### config.mk
export PLATFORM = sky130hd
export DESIGN_NAME = dvi_tmds_encoder_flat
export DESIGN_NICKNAME = d
export VERILOG_FILES = /design/src/rtl/dvi_tmds_if.sv /design/src/rtl/dvi_tmds_encoder.sv /design/src/flat_wrapper.sv
export SDC_FILE = /design/constraint.sdc
export NUM_CORES = 1
export LEC_CHECK = 0
export ABC_CLOCK_PERIOD_IN_PS = 6400
export CAP_MARGIN = 5
export CORE_MARGIN = 2
export CORE_UTILIZATION = 32
export CTS_CLUSTER_DIAMETER = 80
export DETAILED_ROUTE_END_ITERATION = 16
export PLACE_DENSITY_LB_ADDON = 0.3
export REMOVE_ABC_BUFFERS = 1
export SYNTH_ARGS = -nofsm -noshare
export SYNTH_HDL_FRONTEND = slang
export SYNTH_SLANG_ARGS = --single-unit
### constraint.sdc
create_clock -name clk -period 6.4 [get_ports clk]
set_input_delay 0.64 -clock clk [delete_from_list [all_inputs] [get_ports clk]]
set_output_delay 0.64 -clock clk [all_outputs]
set_load 0.03 [all_outputs]
### src/rtl/dvi_tmds_if.sv
// Pixel stream into the TMDS encoder and the three encoded symbols out of it.
interface dvi_tmds_if;
  logic [3:0] red_i;
  logic [3:0] green_i;
  logic [3:0] blue_i;
  logic       hsync_i;
  logic       vsync_i;
  logic       dv_de_i;
  logic [9:0] tmds_ch0_o;
  logic [9:0] tmds_ch1_o;
  logic [9:0] tmds_ch2_o;

  modport master (
    output red_i, green_i, blue_i, hsync_i, vsync_i, dv_de_i,
    input  tmds_ch0_o, tmds_ch1_o, tmds_ch2_o
  );

  modport slave (
    input  red_i, green_i, blue_i, hsync_i, vsync_i, dv_de_i,
    output tmds_ch0_o, tmds_ch1_o, tmds_ch2_o
  );
endinterface

### src/rtl/dvi_tmds_encoder.sv
// DVI 1.0 TMDS encoder: 12-bit RGB + sync/DE in, three 10-bit symbols out.
// Two register stages: transition minimization, then DC balance / control insertion.
module dvi_tmds_encoder (
  input  logic        clk,
  input  logic        reset_i,
  dvi_tmds_if.slave   vid
);

  localparam int unsigned NUM_CH = 3;
  localparam int unsigned SYM_W  = 10;
  localparam int unsigned QM_W   = 9;
  localparam int unsigned CNT_W  = 6;

  localparam logic [SYM_W-1:0] CTRL_00 = 10'h354;
  localparam logic [SYM_W-1:0] CTRL_01 = 10'h0AB;
  localparam logic [SYM_W-1:0] CTRL_10 = 10'h154;
  localparam logic [SYM_W-1:0] CTRL_11 = 10'h2AB;

  // Stage 1: XOR/XNOR chain chosen to minimise transitions; q_m[8] flags XOR.
  function automatic logic [QM_W-1:0] minimize(input logic [7:0] d);
    logic [3:0]      n1;
    logic            use_xnor;
    logic [QM_W-1:0] qm;
    n1       = 4'($countones(d));
    use_xnor = (n1 > 4'd4) || ((n1 == 4'd4) && !d[0]);
    qm       = '0;
    qm[0]    = d[0];
    for (int i = 1; i < 8; i++) begin
      qm[i] = use_xnor ? ~(qm[i-1] ^ d[i]) : (qm[i-1] ^ d[i]);
    end
    qm[8] = ~use_xnor;
    return qm;
  endfunction

  function automatic logic [SYM_W-1:0] ctrl_sym(input logic [1:0] c);
    case (c)
      2'b01:   return CTRL_01;
      2'b10:   return CTRL_10;
      2'b11:   return CTRL_11;
      default: return CTRL_00;
    endcase
  endfunction

  logic [7:0]             pix_d   [NUM_CH];
  logic [QM_W-1:0]        qm_c    [NUM_CH];
  logic [3:0]             n1_c    [NUM_CH];
  logic [QM_W-1:0]        qm_q    [NUM_CH];
  logic [3:0]             n1_q    [NUM_CH];
  logic                   de_q;
  logic [1:0]             ctrl_q;
  logic [SYM_W-1:0]       sym_c   [NUM_CH];
  logic signed [CNT_W-1:0] cnt_c  [NUM_CH];
  logic signed [CNT_W-1:0] cnt_q  [NUM_CH];
  logic [SYM_W-1:0]       tmds_q  [NUM_CH];

  // Expand each nibble to 8 bits (n*17) and run stage-1 encoding per channel.
  always_comb begin
    pix_d[0] = {vid.blue_i,  vid.blue_i};
    pix_d[1] = {vid.green_i, vid.green_i};
    pix_d[2] = {vid.red_i,   vid.red_i};
    for (int ch = 0; ch < NUM_CH; ch++) begin
      qm_c[ch] = minimize(pix_d[ch]);
      n1_c[ch] = 4'($countones(qm_c[ch][7:0]));
    end
  end

  // Stage-1 register: q_m, its ones count, delayed DE and control bits.
  always_ff @(posedge clk) begin
    if (reset_i) begin
      de_q   <= 1'b0;
      ctrl_q <= 2'b00;
      for (int ch = 0; ch < NUM_CH; ch++) begin
        qm_q[ch] <= '0;
        n1_q[ch] <= '0;
      end
    end else begin
      de_q   <= vid.dv_de_i;
      ctrl_q <= {vid.vsync_i, vid.hsync_i};
      for (int ch = 0; ch < NUM_CH; ch++) begin
        qm_q[ch] <= qm_c[ch];
        n1_q[ch] <= n1_c[ch];
      end
    end
  end

  // Stage 2: DC balance against the running disparity, or control symbol in blanking.
  always_comb begin
    for (int ch = 0; ch < NUM_CH; ch++) begin
      logic signed [CNT_W-1:0] diff;
      logic                    q8;
      sym_c[ch] = ctrl_sym((ch == 0) ? ctrl_q : 2'b00);
      cnt_c[ch] = '0;
      q8        = qm_q[ch][8];
      diff      = $signed({1'b0, n1_q[ch], 1'b0}) - 6'sd8;
      if (de_q) begin
        if ((cnt_q[ch] == 6'sd0) || (diff == 6'sd0)) begin
          sym_c[ch] = {~q8, q8, q8 ? qm_q[ch][7:0] : ~qm_q[ch][7:0]};
          cnt_c[ch] = q8 ? (cnt_q[ch] + diff) : (cnt_q[ch] - diff);
        end else if (((cnt_q[ch] > 6'sd0) && (diff > 6'sd0)) ||
                     ((cnt_q[ch] < 6'sd0) && (diff < 6'sd0))) begin
          sym_c[ch] = {1'b1, q8, ~qm_q[ch][7:0]};
          cnt_c[ch] = cnt_q[ch] + $signed({4'b0, q8, 1'b0}) - diff;
        end else begin
          sym_c[ch] = {1'b0, q8, qm_q[ch][7:0]};
          cnt_c[ch] = cnt_q[ch] - $signed({4'b0, ~q8, 1'b0}) + diff;
        end
      end
    end
  end

  // Output symbol and disparity registers.
  always_ff @(posedge clk) begin
    if (reset_i) begin
      for (int ch = 0; ch < NUM_CH; ch++) begin
        tmds_q[ch] <= CTRL_00;
        cnt_q[ch]  <= '0;
      end
    end else begin
      for (int ch = 0; ch < NUM_CH; ch++) begin
        tmds_q[ch] <= sym_c[ch];
        cnt_q[ch]  <= cnt_c[ch];
      end
    end
  end

  assign vid.tmds_ch0_o = tmds_q[0];
  assign vid.tmds_ch1_o = tmds_q[1];
  assign vid.tmds_ch2_o = tmds_q[2];

endmodule

### src/flat_wrapper.sv
// flat-port wrapper written by rule: the top's interface ports become plain ports
module dvi_tmds_encoder_flat 
  (clk, reset_i, vid_red_i, vid_green_i, vid_blue_i, vid_hsync_i, vid_vsync_i, vid_dv_de_i, vid_tmds_ch0_o, vid_tmds_ch1_o, vid_tmds_ch2_o);
  dvi_tmds_if vid_i ();
  input  logic clk;
  input  logic reset_i;
  input wire logic [$bits(vid_i.red_i)-1:0] vid_red_i;
  input wire logic [$bits(vid_i.green_i)-1:0] vid_green_i;
  input wire logic [$bits(vid_i.blue_i)-1:0] vid_blue_i;
  input wire logic [$bits(vid_i.hsync_i)-1:0] vid_hsync_i;
  input wire logic [$bits(vid_i.vsync_i)-1:0] vid_vsync_i;
  input wire logic [$bits(vid_i.dv_de_i)-1:0] vid_dv_de_i;
  output wire logic [$bits(vid_i.tmds_ch0_o)-1:0] vid_tmds_ch0_o;
  output wire logic [$bits(vid_i.tmds_ch1_o)-1:0] vid_tmds_ch1_o;
  output wire logic [$bits(vid_i.tmds_ch2_o)-1:0] vid_tmds_ch2_o;
  assign vid_i.red_i = vid_red_i;
  assign vid_i.green_i = vid_green_i;
  assign vid_i.blue_i = vid_blue_i;
  assign vid_i.hsync_i = vid_hsync_i;
  assign vid_i.vsync_i = vid_vsync_i;
  assign vid_i.dv_de_i = vid_dv_de_i;
  assign vid_tmds_ch0_o = vid_i.tmds_ch0_o;
  assign vid_tmds_ch1_o = vid_i.tmds_ch1_o;
  assign vid_tmds_ch2_o = vid_i.tmds_ch2_o;
  dvi_tmds_encoder u_core (.clk(clk), .reset_i(reset_i), .vid(vid_i));
endmodule
== After elaboration in Yosys (flattened, before gate mapping) ==
Memories as Yosys holds them, arrays and structs flattened.
Cells that the tools add are included.
Cells by class
  equal/unequal tests: 6
  add/subtract/negate cells: 54
  muxes and demuxes: 61
  bitwise logic cells: 63
  magnitude comparators: 15
  reductions and logical operators: 27
Operator list (count)
  two-way mux 10 bit: 12
  two-way mux 6 bit: 15
  adder 4 bit: 15
  adder 1 x 1 -> 2 bit: 18
  adder 6 bit: 6
  > comparator 6 x 1 -> 1 bit, second input constant: 6
  logical NOT 6 bit: 6
  < comparator 6 x 1 -> 1 bit, second input constant: 6
  subtractor 6 bit: 6
  one-hot mux 10 bit (3 select lines): 1
  two-way mux 9 bit: 3
  NOT 1 bit: 27
  two-way mux 1 bit: 24
  two-way mux 8 bit: 3
  NOT 8 bit: 3
  bitwise XOR 1 bit: 21
  adder 6 x 3 -> 6 bit: 3
  subtractor 5 x 4 -> 6 bit, second input constant: 3
  subtractor 6 x 3 -> 6 bit: 3
  == test 4 x 3 -> 1 bit, second input constant: 3
  > comparator 4 x 3 -> 1 bit, second input constant: 3
  two-way mux 4 bit: 3
  OR 1 bit: 12
  logical AND 1 bit: 9
  4 further kinds: 15
Word-level totals
  logic and storage cells: 232
  memories: 4
  output and inout bits: 30
  memory bits (writable): 87
  register bits after elaboration: 3
Memories
  u_core.tmds_q: depth 3, bits a word 10, rd ports 3, clocked after Yosys merged registers in 0, write ports 3, line dvi_tmds_encoder.sv:54  | logic [SYM_W-1:0] tmds_q [NUM_CH];
  u_core.qm_q: depth 3, bits a word 9, rd ports 3, clocked after Yosys merged registers in 0, write ports 3, line dvi_tmds_encoder.sv:47  | logic [QM_W-1:0] qm_q [NUM_CH];
  u_core.cnt_q: depth 3, bits a word 6, rd ports 3, clocked after Yosys merged registers in 0, write ports 3, line dvi_tmds_encoder.sv:53  | logic signed [CNT_W-1:0] cnt_q [NUM_CH];
  u_core.n1_q: depth 3, bits a word 4, rd ports 3, clocked after Yosys merged registers in 0, write ports 3, line dvi_tmds_encoder.sv:48  | logic [3:0] n1_q [NUM_CH];

== Longest topological paths before layout ==
  depth in word-level cells: 29
  depth in mapped cells: 16
  mapped depth without buffers: 16

== Worst setup path before layout ==
Ideal clock, no wire load.
  path kind: input-to-reg
  start: in vid_red_i[0]
  end: mem u_core.n1_q[2][2] (netlist: u_core.n1_q[0][10])
  arrival time: 4.208 ns
  slack: 2.065 ns
  library setup time: 0.128 ns
  cell stages on the path: 14
  path through: ha_1 -> ha_1 -> inv_1 -> fa_1 -> o21ai_1 -> xor2_1 -> nor2_1 -> fa_1 -> inv_1 -> fa_1 -> inv_1 -> ha_1 -> fa_1 -> nor2b_1
RTL lines
  start: declaration: line flat_wrapper.sv:7  | input wire logic [$bits(vid_i.red_i)-1:0] vid_red_i;
  end: declaration: line dvi_tmds_encoder.sv:48

==> metrics.txt <==
reg2reg start=u_core.qm_q[0][8]; crit path max-delay cell type=fa_1; slowest stage delay, CP=0.55 ns; pin count of the biggest net entering global routing=59; Max IR drop VDD=0.000174 V; Setup TNS=0 ns; Post-synth EDFFs=0; Sink Count=87; Sequential Power Share=21.5%; final std cells w/o fill=912; R2R Path End=u_core.cnt_q[0][5]; CTS resizes=0; Crit Path Class=in2reg; FF-to-FF path depth=9; Net count, final=807; Die Area=20200 um2; Hold EP=u_core.tmds_q[0][7]; Core Region=18700 um2; Pint=2010 uW; HP Class=reg2reg; I/O Pins=47; Net Sw Frac=41.4%; mean post-synth cell area=9.73 um2; row cnt=50; DRC Markers=0; FF-to-FF setup slack=3.76 ns; Post-synth ARST share=0%; CP endpoint kind=flip-flop; Via Count=4023; DR WL/cell=12.0 um; #FFs+latches synth=87; Max Slew Vio Count=0; overall routed net length=10900 um; final setup fails=0; Worst EP arrival=4.95 ns; Clock power frac=16.4%; distinct cell type count after synthesis=46; CP startpoint kind=input port; Worst-Skew Late Latency=0.34 ns; Final Util=38.1%; sequential fraction of the synthesis area=28.5%; Mapped Area=6110 um2; CTS Buf Count=9; fin crit share=74.1%; H-tree levels=3; First-pass DRT Iterations=4; pwr dens=480 nW/um2; met2 WL=4900 um; Die Height=142 um; 1st-iter DRT viols=120; number of global-route vias before repair=3940; Final min period=4.74 ns; outcome=finished clean; Max FO, Critical Path=6; slew margin rel.=34.0%; WP data required=6.61 ns; CTS tree=yes; gp weighted congestion=0.737; clk buf depth=2; Comb power frac=62.0%; Most Frequent Cell on Critical Path=fa_1; DR WL met3=414 um; PortBufs=46; P&R area growth vs syn=16.7%; Via density=4.41; Top Layer Used=met4; layout cell share with drive strength beyond 1=6.07%; max cap viols=0; RSZ-0062 raised after global routing=no; Most used DFF post-synth=dfxtp_1; most frequent cells in the layout=91 x ha_1, 87 x dfxtp_1, 86 x inv_1, 70 x xnor2_1, 60 x nor2_1; Total GRT Usage=11.6%; YS warnings=0; Hold Fails Final Rpt=0; antenna viol nets, final=0; CP cell instances=clkdlybuf4s50_1, ha_1, ha_1, inv_1, fa_1, o21ai_1, xor2_1, or2_2, inv_1, fa_1, fa_1, ha_1, inv_1, fa_1, nor2_1; WHS Path Cells=1; P_sw=1410 uW; Mapped Cells=628; global route overflow=0; cts hold-fix bufs=0; Fmax achieved=211 MHz; hpwl dp=8430 um; placed cells=894; Pwr Total=3420 uW; Die X-Extent=142 um; worst-margin pin slew=0.990 ns; Leakage=0.00326 uW; Worst setup startpoint=vid_blue_i[0]; post-CTS setup buffers=0; hold path startpoint=u_core.qm_q[0][7]; Starting Density=32.7%; first-pass GRT wire length=18800 um; commonest non-fill, non-tap cell in the layout=ha_1; initial antenna violation count=2; Max Clock Skew=0.00671 ns; CTS root buffer=clkbuf_16; clock-pin slew on the worst setup and hold paths=0.06 ns; WL met1=5480 um
-- cells by family (layout without fill, tap and decap cells) --
logic type / Yosys count / in the layout / synth area share, %
DFF: 87 / 87 / 28.5
xor gates and xnor gates: 95 / 95 / 14.1
buffers and inverters: 102 / 150 / 6.41
other: 0 / 2 / 0
and+or+nand+nor: 125 / 125 / 10.3
adders and majority gates: 119 / 119 / 27.8
muxes: 11 / 11 / 2.48
AOI/OAI and AO/OA: 89 / 89 / 10.4
-- layer usage --
metal  GRT usage [%]  vias to the layer above
met2            19.1                       43
met1            15.2                     1845
li1                -                     2125
met4            2.84                        0
met5               0                        -
met3            3.10                       10
-- power by group through the flow --
stage	Clock (uW)	Combinational (uW)	Sequential, uW
2_1_floorplan	0	1690	784
5_1_grt	603	2430	752
4_1_cts	585	2160	739
3_3_place_gp	0	2130	750
3_5_place_dp	0	2140	750
6_report	562	2120	736
-- area by class of cell --
cell class                      instances  area, um2
Fill cell                            1851      11600
Multi-Input combinational cell        439       3980
Sequential cell                        87       1740
Timing Repair Buffer                   48        470
Inverter                               86        323
Tap cell                              234        293
Clock buffer                            9        225
Clock inverter                          7       95.1
Antenna cell                            2       5.00
-- registers in the layout (all words and copies together), names as in the netlist --
| signal | count |
|---|---|
| u_core.de_q | 1 |
| u_core.cnt_q | 15 |
| u_core.qm_q | 27 |
| u_core.n1_q | 12 |
| u_core.ctrl_q | 2 |
| u_core.tmds_q | 30 |
-- worst max-delay path by stage --
stage	end	slack, ns
5_1_grt	u_core.n1_q[0][10]	1.44
3_5_place_dp	u_core.n1_q[0][2]	1.26
3_3_place_gp	u_core.n1_q[0][2]	1.38
2_1_floorplan	u_core.n1_q[0][10]	2.08
6_report	u_core.n1_q[0][2]	1.66
4_1_cts	u_core.n1_q[0][2]	1.65
-- worst max-delay path, delay by kind of cell --
family	cells	cell delay (ns)
AO/OA/AOI/OAI	1	0.36
AND/OR/NAND/NOR	2	0.39
buffers and inverters	4	0.72
adder cells (fa/ha/maj)	7	2.63
XOR/XNOR	1	0.21
-- cell usage after synthesis (4+ instances only) --
cell type  count  area, um2
a211oi_1      12       90.1
o21ai_0        7       35.0
a21oi_1       29        145
inv_1         86        323
xnor2_1       70        613
ha_1          91       1140
o21ai_1        5       25.0
dfxtp_1       87       1740
a221oi_1       4       35.0
nor3_1         4       20.0
fa_1          28        561
a21o_1        18        135
xor2_1        23        201
mux2i_1        5       50.1
nor2b_1       23        144
clkbuf_1      12       45.0
nor2_1        60        225
nand2_1       14       52.6
-- stage by stage --
step	setup slack (ns)	hold slack, ns	instance area, um2
2_1_floorplan	2.08	0.415	6040
3_3_place_gp	1.38	0.450	6800
3_5_place_dp	1.26	0.448	6800
4_1_cts	1.65	0.460	7120
5_1_grt	1.44	0.467	7120
6_report	1.66	0.453	7130
(Power assumes the default switching activity.)
